===== config.mk =====
export PLATFORM = sky130hd
export DESIGN_NAME = asansor_denetleyici
export DESIGN_NICKNAME = d
export VERILOG_FILES = /design/src/rtl/asansor_denetleyici.sv
export SDC_FILE = /design/constraint.sdc
export NUM_CORES = 1
export LEC_CHECK = 0
export CAP_MARGIN = 20
export CORE_MARGIN = 8
export CORE_UTILIZATION = 50
export DETAILED_ROUTE_END_ITERATION = 8
export PLACE_DENSITY = 0.85
export SLEW_MARGIN = 10
export SYNTH_ARGS = -nofsm -noshare
export SYNTH_HDL_FRONTEND = slang
export SYNTH_SLANG_ARGS = --single-unit

===== constraint.sdc =====
create_clock -name clk -period 6.3 [get_ports clk]
set_input_delay 0.945 -clock clk [delete_from_list [all_inputs] [get_ports clk]]
set_output_delay 0.945 -clock clk [all_outputs]
set_load 0.005 [all_outputs]

===== src/rtl/asansor_denetleyici.sv =====
// Eight-floor elevator cab controller.
// Latches floor calls into a pending mask, moves the cab with a SCAN
// (continue-in-direction) policy and times travel/door intervals with one
// shared down-to-zero-free up-counter. All outputs come straight from flops.
module asansor_denetleyici #(
    parameter int TRAVEL = 4,   // cycles per floor of travel
    parameter int DOOR   = 6    // cycles the door stays open
) (
    input  logic       clk,
    input  logic       rst_n,
    input  logic [7:0] istek,
    output logic [2:0] kat,
    output logic [7:0] bekleyen,
    output logic       yukari,
    output logic       asagi,
    output logic       kapi_acik,
    output logic       mesgul
);

    localparam int MAXT = (TRAVEL > DOOR) ? TRAVEL : DOOR;
    localparam int TW   = (MAXT <= 1) ? 1 : $clog2(MAXT);
    localparam logic [TW-1:0] T_LAST = TW'(TRAVEL - 1);
    localparam logic [TW-1:0] D_LAST = TW'(DOOR - 1);

    typedef enum logic [1:0] {
        BOSTA   = 2'd0,
        HAREKET = 2'd1,
        KAPI    = 2'd2
    } durum_t;

    durum_t        r_durum;
    logic [2:0]    r_kat;
    logic          r_yon;       // 1 = up
    logic [7:0]    r_pend;
    logic [TW-1:0] r_t;
    logic          r_yukari;
    logic          r_asagi;
    logic          r_kapi;
    logic          r_mesgul;

    logic [2:0]    w_kat_sonraki;   // floor reached at the end of this travel interval
    logic [7:0]    w_ust;           // pending floors above the current floor
    logic [7:0]    w_alt;           // pending floors below the current floor
    logic [7:0]    w_ust_s;         // pending floors above the next floor
    logic [7:0]    w_alt_s;         // pending floors below the next floor
    logic          w_above;
    logic          w_below;
    logic          w_ileri_s;       // requests still ahead once the next floor is reached
    logic          w_varis;         // last cycle of a travel interval
    logic [7:0]    w_clr;
    logic [7:0]    w_pend_next;

    assign w_kat_sonraki = r_yon ? (r_kat + 3'd1) : (r_kat - 3'd1);
    assign w_varis       = (r_durum == HAREKET) && (r_t == T_LAST);

    // Per-floor comparisons of the pending mask against current and next floor.
    generate
        for (genvar gi = 0; gi < 8; gi++) begin : g_kat
            localparam logic [2:0] KI = 3'(gi);
            assign w_ust[gi]   = r_pend[gi] && (KI > r_kat);
            assign w_alt[gi]   = r_pend[gi] && (KI < r_kat);
            assign w_ust_s[gi] = r_pend[gi] && (KI > w_kat_sonraki);
            assign w_alt_s[gi] = r_pend[gi] && (KI < w_kat_sonraki);
        end
    endgenerate

    assign w_above   = |w_ust;
    assign w_below   = |w_alt;
    assign w_ileri_s = r_yon ? (|w_ust_s) : (|w_alt_s);

    // Clear mask: the floor being served on entry to the door state, and the
    // cab's own floor for the whole door interval (so a call there is dropped).
    always_comb begin
        w_clr = '0;
        if (r_durum == BOSTA && r_pend[r_kat]) begin
            w_clr[r_kat] = 1'b1;
        end else if (w_varis && r_pend[w_kat_sonraki]) begin
            w_clr[w_kat_sonraki] = 1'b1;
        end
        if (r_durum == KAPI) begin
            w_clr[r_kat] = 1'b1;
        end
    end

    assign w_pend_next = (r_pend | istek) & ~w_clr;

    // Cab state machine, pending mask and registered status flags.
    always_ff @(posedge clk or negedge rst_n) begin
        if (!rst_n) begin
            r_durum  <= BOSTA;
            r_kat    <= 3'd0;
            r_yon    <= 1'b1;
            r_pend   <= 8'd0;
            r_t      <= '0;
            r_yukari <= 1'b0;
            r_asagi  <= 1'b0;
            r_kapi   <= 1'b0;
            r_mesgul <= 1'b0;
        end else begin
            r_pend <= w_pend_next;
            case (r_durum)
                BOSTA: begin
                    r_t <= '0;
                    if (r_pend[r_kat]) begin
                        r_durum  <= KAPI;
                        r_kapi   <= 1'b1;
                        r_mesgul <= 1'b1;
                    end else if (r_yon ? w_above : w_below) begin
                        r_durum  <= HAREKET;
                        r_yukari <= r_yon;
                        r_asagi  <= ~r_yon;
                        r_mesgul <= 1'b1;
                    end else if (r_yon ? w_below : w_above) begin
                        r_durum  <= HAREKET;
                        r_yon    <= ~r_yon;
                        r_yukari <= ~r_yon;
                        r_asagi  <= r_yon;
                        r_mesgul <= 1'b1;
                    end
                end
                HAREKET: begin
                    if (r_t == T_LAST) begin
                        r_kat <= w_kat_sonraki;
                        r_t   <= '0;
                        if (r_pend[w_kat_sonraki]) begin
                            r_durum  <= KAPI;
                            r_yukari <= 1'b0;
                            r_asagi  <= 1'b0;
                            r_kapi   <= 1'b1;
                        end else if (!w_ileri_s) begin
                            r_durum  <= BOSTA;
                            r_yukari <= 1'b0;
                            r_asagi  <= 1'b0;
                            r_mesgul <= 1'b0;
                        end
                    end else begin
                        r_t <= r_t + TW'(1);
                    end
                end
                KAPI: begin
                    if (r_t == D_LAST) begin
                        r_durum  <= BOSTA;
                        r_t      <= '0;
                        r_kapi   <= 1'b0;
                        r_mesgul <= 1'b0;
                    end else begin
                        r_t <= r_t + TW'(1);
                    end
                end
                default: begin
                    r_durum  <= BOSTA;
                    r_t      <= '0;
                    r_yukari <= 1'b0;
                    r_asagi  <= 1'b0;
                    r_kapi   <= 1'b0;
                    r_mesgul <= 1'b0;
                end
            endcase
        end
    end

    assign kat       = r_kat;
    assign bekleyen  = r_pend;
    assign yukari    = r_yukari;
    assign asagi     = r_asagi;
    assign kapi_acik = r_kapi;
    assign mesgul    = r_mesgul;

endmodule


# Word level (Yosys, flattened, before mapping)
# Cells that the tools add are included.
[word_totals]
input_bits = 10
reg_bits = 21
[op_classes]
reduce_logical = 48
muxes = 48
n_eq_ne = 14
bitwise = 8
add_sub_neg = 3
order_cmp = 36
[ops]
columns = ["cell", "count"]
rows = [
  ["$logic_and 1x1->1", 37],
  ["$reduce_or 8->1", 4],
  ["$mux 1", 25],
  ["$gt 3x3->1 const A", 8],
  ["$lt 3x3->1 const A", 8],
  ["$mux 8", 3],
  ["$or 8x8->8", 2],
  ["$mux 2", 7],
  ["$gt 1x3->1 const A", 4],
  ["$gt 2x3->1 const A", 4],
  ["$lt 1x3->1 const A", 4],
  ["$lt 2x3->1 const A", 4],
  ["$pmux 1 s3", 4],
  ["$reduce_and 4->1", 3],
  ["$reduce_and 5->1", 2],
  ["$mux 3", 3],
  ["$and 8x8->8", 1],
  ["$lt 3x4->1 const B", 2],
  ["$ne 2x1->1 const B", 4],
  ["$not 8->8", 1],
  ["$add 3x1->3 const B", 2],
  ["$bmux 1 s3", 2],
  ["$demux 1 s3", 2],
  ["$ge 3x1->1 const B", 2],
  ["other kinds (14)", 19],
]

# Depth between registers and ports, before layout
# Gate-level depths: netlist (run 1).
[logic_depth]
depth_word = 12
depth_mapped = 13
depth_no_buf = 9

# Worst setup path after synthesis (run 1)
# OpenSTA, ideal clock, no wires.
[synth_timing]
path_type = "register to register"
start = "register r_kat[0], in the netlist kat[0]"
end = "register r_mesgul, in the netlist mesgul"
period_less_slack_ns = 2.700
path_slack_ns = 3.600
path_buffers = 3
required_ns = 6.175
arrival_time_ns = 2.575
path_stages_with_launch = 13
setup_ns = 0.125
path_cell_list = "dfrtp_1 buf_6 buf_6 inv_2 ha_1 buf_2 nand2b_1 a21o_1 a32o_1 nor4_2 o311ai_2 nand2b_1 mux2_4"
[synth_via]
elab_chain_cells = 8
[synth_rtl]
columns = ["element", "line", "rtl"]
rows = [
  ["from (decl)", "32", "logic [2:0] r_kat;"],
  ["from (signal assigned)", "123", "r_kat <= w_kat_sonraki;"],
  ["$sub 3x1->3 / $add 3x1->3 (equally long branches)", "53", "assign w_kat_sonraki = r_yon ? (r_kat + 3'd1) : (r_kat - 3'd1);"],
  ["$mux 3", "53", ""],
  ["$lt 1x3->1, or another cell as far along", "63", "assign w_alt_s[gi] = r_pend[gi] && (KI < w_kat_sonraki);"],
  ["$logic_and 1x1->1, on equally long branches", "63, 62", ""],
  ["$reduce_or 8->1", "69", "assign w_ileri_s = r_yon ? (|w_ust_s) : (|w_alt_s);"],
  ["$mux 1", "69", ""],
  ["$ne 2x2->1 (no line)", "-", ""],
  ["$reduce_and 5->1 (no line)", "-", ""],
  ["to (signal assigned)", "98", "r_mesgul <= 1'b0;"],
  ["to (signal assigned)", "107", "r_mesgul <= 1'b1;"],
  ["to (signal assigned)", "112", "r_mesgul <= 1'b1;"],
  ["to (decl)", "39", "logic r_mesgul;"],
]
# Several ways; a longest one is shown, not always the timed one. The select of a mux whose other input is x is not followed.
# A chain may end at the register's enable or synchronous reset.

# Worst setup path in the final report (run 1)
[layout_timing]
start = "register r_kat[0], in the netlist kat[0]"
end = "register r_yukari, in the netlist yukari"
[layout_via]
elab_chain_cells = 8
[layout_rtl]
columns = ["element", "line", "rtl"]
rows = [
  ["$sub 3x1->3 / $add 3x1->3 (equally long branches)", "53", ""],
  ["$mux 3", "53", ""],
  ["$lt 1x3->1, or another cell as far along", "63", ""],
  ["$logic_and 1x1->1, on equally long branches", "63, 62", ""],
  ["$reduce_or 8->1", "69", ""],
  ["$mux 1", "69", ""],
  ["$ne 3x2->1 (no line)", "-", ""],
  ["$reduce_and 5->1 (no line)", "-", ""],
  ["to (signal assigned)", "110", "r_yukari <= r_yon;"],
  ["to (signal assigned)", "116", "r_yukari <= ~r_yon;"],
  ["to (decl)", "36", "logic r_yukari;"],
]
# Several ways; a longest one is shown, not always the timed one. The select of a mux whose other input is x is not followed.

==> run metrics, run 1 <==
Row Count 22; Hold Crit Depth 1; Post-CTS Resized 0; Pwr Density 291 mW/mm2; Worst R2R Path Depth 10; Hold WS 0.473 ns; largest fanout on the critical path 19; Synth cell types 57; Final Setup Violations 0; First-pass DRT Iterations 4; Die Ht 77.2 um; TNS Setup 0 ns; Tcrit/Tclk final 0.535; DIE AREA 0.00595 mm2; Sink Count 21; # Max-Cap Violations 0; WL per Instance 17.9 um; required time of the critical path 6.45 ns; largest net degree at the start of global routing 22; Overflow after GRT 0; # H-tree levels 1; CTS root buf clkbuf_8; outcome finished, final reports clean; Post-CTS Setup Bufs 0; number of global-route vias before repair 1658; initial antenna violation count 0; antenna cells 0; Hold Fails Final Rpt 0; Syn. warnings 0; core box area 0.00363 mm2; Tot GR Track Use 0.171; Yosys reg bits 21; maximum vdd drop around 140 uV; Period minus WS final 3.37 ns; CTS buffer count 3; FFs w/ async S/R, synth 1.00; WL final 4.92 mm; Post-Syn Instances 210; initial core utilization 0.515; crit path max-delay cell type dfrtp_1; Post-DP HPWL 3.60 mm; clock latency on the worst-skew pair 0.26 ns; fmax between 200 and 300 MHz; critical path startpoint category register; GPL Wtd Cong 0.990; crit path kind reg2reg; placed insts 270; Clock Skew 0.000864 ns; synthesized net count 234; DR DRC count 0; Layout area overhead 14.1%; DRT iter0 DRCs ~160; CTS tree done; IO buf count 24; arrival time of the worst setup path approximately 3.5 ns; Total Nets Final between 200 and 300; Synth Area per Inst approximately 8.9 um2; vias 1677; first-pass GRT wire length 8.38 mm; Main synth FF type dfrtp_1; post-layout util 0.587; Slew @ Worst Pin 0.896 ns; Rel. slew slack 0.401; Slew Limit Fails 0; ratio of cells with drive above 1 in the final layout 0.0973; clk slew on worst S/H paths 0.07 ns; Final Non-Filler Cells roughly 270; sequential fraction of the synthesis area 0.282; worst-path cell chain buf_4, inv_2, ha_1, nand2b_1, a21o_1, a32o_1, nor4_2, or3_1, nand4_1, mux2_1; Hold WC Path Type reg2reg; max incr delay on CP roughly 0.58 ns; Vias/cell 6.12; die width 77.2 um; Syn Std Cell Area 0.00187 mm2; EDFF count, synth 0; Ports 25; post-route ant nets 0; crit end category register; P_leak between 0.8 and 0.9 nW; RSZ-0062 raised after global routing false; Clock Tree Buf Depth 2; Hold Buf Count CTS 0
==> synth_stat cells (6+ instances only) <==
cell type	number	area share
ha_1	14	0.094
nor2_1	14	0.028
nor2b_1	6	0.020
mux2i_1	7	0.037
buf_2	6	0.016
nand2_1	17	0.034
a21oi_1	13	0.035
a221oi_1	6	0.028
dfrtp_1	20	0.27
o21ai_0	9	0.024
inv_1	12	0.024
nand2b_1	9	0.030
==> placed cells by master (no fill, tap or decap), types with 2 or more instances in the layout <==
master,n
clkdlybuf4s50_1,24
dfrtp_1,20
nand2_1,17
nor2_1,14
ha_1,14
a21oi_1,13
inv_1,12
nand2b_1,9
o21ai_0,9
mux2i_1,7
nor2b_1,6
a221oi_1,6
o22ai_1,4
a31oi_1,4
o211ai_1,3
mux2_4,3
mux2_2,3
and2_1,3
nor3_1,3
nand3_1,3
mux2_1,3
clkbuf_8,3
xor2_2,2
o221ai_1,2
xnor2_1,2
o31ai_1,2
a21o_1,2
a32o_1,2
a22oi_1,2
nand4_1,2
==> flip-flops by register name, indices dropped and copies added, names as in the netlist <==
register	cells
r_t	3
yukari	1
kat	3
mesgul	1
r_yon	1
kapi_acik	1
r_durum	2
bekleyen	8
asagi	1
==> worst paths after layout <==
path,start,end,slack [ns]
worst max-delay path,kat[0],yukari,2.93
worst min-delay path,r_t[0],r_t[0],0.47
worst max register to register,kat[0],yukari,2.93
worst min register to register,r_t[0],r_t[0],0.47
max in group asynchronous,rst_n,kat[2],4.56
min in group asynchronous,rst_n,asagi,1.19
==> area by class of cell <==
cell class                      count  area (um2)
Sequential cell                    21         527
Clock inverter                      1        5.00
Fill cell                         339        1500
Clock buffer                        3        41.3
Timing Repair Buffer               25         248
Inverter                           14        52.6
Multi-Input combinational cell    162        1200
Tap cell                           48        60.1
==> worst max-delay path, delay by kind of cell (launching register included) <==
| family | cells | cell delay, ns |
|---|---|---|
| and+or+nand+nor | 4 | 0.96 |
| DFF | 1 | 0.58 |
| adders and majority gates | 1 | 0.55 |
| buffers and inverters | 2 | 0.41 |
| AOI/OAI and AO/OA | 2 | 0.38 |
| muxes | 1 | 0.36 |
==> where the power goes <==
group          internal [W]  switching [W]  leakage (nW)
Sequential         0.000162      0.0000320         0.241
Clock             0.0000441      0.0000433        0.0255
Combinational      0.000161       0.000178         0.556
==> cells by family after synthesis <==
kind of cell	count (synthesis)	share of synthesized area
DFF	21	0.282
adders and majority gates	14	0.0936
AOI/OAI and AO/OA	60	0.223
and+or+nand+nor	67	0.193
buffers and inverters	27	0.0763
xor gates and xnor gates	4	0.0268
muxes	17	0.105
==> through the flow <==
step | cell area [um2] | total power (W) | setup slack, ns
after floorplan | 1870 | 0.000442 | 3.60
after global placement | 2090 | 0.000528 | 3.12
after detailed placement | 2090 | 0.000533 | 3.04
after CTS | 2130 | 0.000623 | 2.98
after global routing | 2130 | 0.000672 | 2.65
final | 2130 | 0.000620 | 2.93
==> metal layers <==
layer | part of all wire | vias up | global-route usage
met2 | 0.48 | 87 | 0.271
met4 | 0.021 | 0 | 0.0755
met1 | 0.42 | 787 | 0.214
li1 | - | 789 | -
met5 | 0 | - | 0
met3 | 0.076 | 14 | 0.0420
Note: power is estimated with default switching activity, not from simulation.
==> inputs of run 2 (changes only) <==
- PLACE_DENSITY: 0.85 -> 0.87
- clock period: 6.3 -> 3 ns (I/O delays scaled with it)
==> run 2 against run 1 <==
Clock power increased by 120%; sequential cell count unchanged; first-iteration DRC count up 4.5%; largest power group unchanged; final cell count up 2.9%; critical endpoint unchanged; highest routed layer unchanged; maximum frequency rose by 19%.
==> run metrics, run 2 (synthesized netlist as in run 1, its figures left out) <==
Slew @ Worst Pin 0.938 ns (was 0.896 ns); # Max-Cap Violations 0 (unchanged); P_int 0.000795 W (was 0.000367 W); Period minus WS final 2.82 ns (was 3.37 ns); setup slack after layout 0.175 ns (was 2.93 ns); FF+latch area 528 um2 (was 527 um2); number of global-route vias before repair 1679 (was 1658); First-pass DRT Iterations 4 (unchanged); Tot GR Track Use 0.168 (was 0.171); worst-path cell chain ha_1, ha_1, mux2_1, a32o_1, a21oi_1, nor4_2, or3_1, nand4_1, mux2_1 (was buf_4, inv_2, ha_1, nand2b_1, a21o_1, a32o_1, nor4_2, or3_1, nand4_1, mux2_1); ratio of cells with drive above 1 in the final layout 0.132 (was 0.0973); RSZ-0062 raised after global routing false (unchanged); dpl ws 0.153 ns (was 3.04 ns); kind of cell adding the most delay to the critical path multiplexers (was simple AND/OR/NAND/NOR gates); Worst Setup SP kat[1] (was kat[0]); Hold Buf Count CTS 0 (unchanged); commonest non-fill, non-tap cell in the layout clkdlybuf4s50_1 (unchanged); DRT iter0 DRCs 163 (was 156); CP bufs+invs 0 (was 2); Layout area overhead 17.4% (was 14.1%); vias 1707 (was 1677); DR DRC count 0 (unchanged); Sink Count 21 (unchanged); footprint of the multi-input gates 0.00120 mm2 (unchanged); P_leak 0.863 nW (was 0.823 nW); Die Ht 77.2 um (unchanged); Placed Area 0.00215 mm2 (was 0.00209 mm2); Hold WC Path Type reg2reg (unchanged); fill cell count 330 (was 339); outcome finished, final reports clean (unchanged); IO buf count 24 (unchanged); Ports 25 (unchanged); first-pass GRT wire length 8.21 mm (was 8.38 mm); Rel. slew slack 0.373 (was 0.401); crit path kind reg2reg (unchanged); commonest cells after routing, fill and taps aside clkdlybuf4s50_1 (24), dfrtp_1 (19), nand2_1 (17), nor2_1 (14), ha_1 (14) (was clkdlybuf4s50_1 (24), dfrtp_1 (20), nand2_1 (17), nor2_1 (14), ha_1 (14)); fmax 354 MHz (was 296 MHz); Post-CTS Setup Bufs 0 (unchanged); Row Count 22 (unchanged); arrival time of the worst setup path 2.99 ns (was 3.52 ns); Combinational Power Share 0.559 (was 0.547); # H-tree levels 1 (unchanged); Post-DP HPWL 3.73 mm (was 3.60 mm); CTS tree done (unchanged); clk slew on worst S/H paths 0.09 ns (was 0.07 ns); Pwr Density 613 mW/mm2 (was 291 mW/mm2); Hold Fails Final Rpt 0 (unchanged); final instance area 0.00220 mm2 (was 0.00213 mm2); GPL Wtd Cong 0.932 (was 0.990); clock latency on the worst-skew pair 0.27 ns (was 0.26 ns); clock power share 0.145 (was 0.141); DIE AREA 0.00595 mm2 (unchanged); die width 77.2 um (unchanged); crit path max-delay cell type dfrtp_2 (was dfrtp_1); total chip power 0.00135 W (was 0.000620 W); antenna cells 0 (unchanged); Clock Skew 0.00915 ns (was 0.000864 ns); largest fanout on the critical path 9 (was 19); Psw 0.000550 W (was 0.000253 W); max incr delay on CP 0.48 ns (was 0.58 ns); largest net degree at the start of global routing 22 (unchanged); critical path startpoint category register (unchanged); Vias/cell 6.05 (was 6.12); Post-CTS Resized 0 (unchanged); maximum vdd drop 311 uV (was 144 uV); CTS buffer count 3 (unchanged); core box area 0.00363 mm2 (unchanged); CTS root buf clkbuf_8 (unchanged); Tcrit/Tclk final 0.942 (was 0.535); Final Setup Violations 0 (unchanged); WL final 4.84 mm (was 4.92 mm); Final Non-Filler Cells 282 (was 274); TNS Setup 0 ns (unchanged); part of the power in registers 0.296 (was 0.312); reg-to-reg startpoint kat[1] (was kat[0]); initial antenna violation count 0 (unchanged); Overflow after GRT 0 (unchanged); Worst Hold Launch r_t[0] (unchanged); max reg flops 8 (unchanged); Sw Ratio 0.409 (about the same); placed insts 278 (was 270); crit end category register (unchanged); required time of the critical path 3.16 ns (was 6.45 ns); Clock Tree Buf Depth 2 (unchanged); WL per Instance 17.2 um (was 17.9 um); Total Nets Final 259 (was 251); post-route ant nets 0 (unchanged); Slew Limit Fails 0 (unchanged); initial core utilization 0.515 (unchanged)
## run 2: changes by cell type in the layout (fill, tap and decap cells not counted), sizes merged
| cell | before | now |
|---|---|---|
| buf | 1 | 9 |
## run 2: worst register-to-register path, cell delays in order (launching register included)
cell and delay [ns]:
dfrtp_2 0.48, ha_1 0.23, ha_1 0.40, mux2_1 0.32, a32o_1 0.26, a21oi_1 0.14
nor4_2 0.07, or3_1 0.35, nand4_1 0.15, mux2_1 0.33
## run 2: metrics by stage
step | hold slack [ns] | utilization
floorplan | 0.154 | -
global placement | 0.456 | 0.591
detailed placement | 0.464 | 0.591
CTS | 0.475 | 0.604
global route | 0.511 | 0.604
finish | 0.474 | 0.604
## run 2: path summary, 6_finish.rpt
path	endpoint	slack, ns	depth (start not counted)
max	yukari	0.18	9
min	r_t[0]	0.47	1
max reg2reg	yukari	0.18	9
min reg2reg	r_t[0]	0.47	1
max in group asynchronous	kat[1]	1.66	1
min in group asynchronous	mesgul	0.69	1
## run 2: power by group through the flow
| stage | Sequential [W] | Clock [W] | Combinational (W) |
|---|---|---|---|
| CTS | 0.000397 | 0.000197 | 0.000750 |
| floorplan | 0.000389 | 0 | 0.000540 |
| global route | 0.000406 | 0.000207 | 0.000830 |
| finish | 0.000398 | 0.000195 | 0.000752 |
| global placement | 0.000401 | 0 | 0.000738 |
| detailed placement | 0.000401 | 0 | 0.000748 |
## run 2: layout make-up
class	instances	area share
multi-input cells	162	0.547
flip-flops and latches	21	0.240
repair buffers	33	0.140
well taps	48	0.0274
inverters	14	0.0239
clock buffers	3	0.0188
clock inverters	1	0.00228
## run 2: per-layer routing
layer / vias to the layer above / track usage / share of wire
li1: 808 / - / -
met1: 812 / 0.220 / 0.44
met5: - / 0 / 0
met2: 81 / 0.264 / 0.47
met4: 0 / 0.0717 / 0.016
met3: 6 / 0.0291 / 0.079
==> inputs of run 3 (changes only) <==
- ABC_CLOCK_PERIOD_IN_PS: unset -> 3000
==> results of run 3 <==
The final DEF is identical to that of run 2; final timing and power are the same.
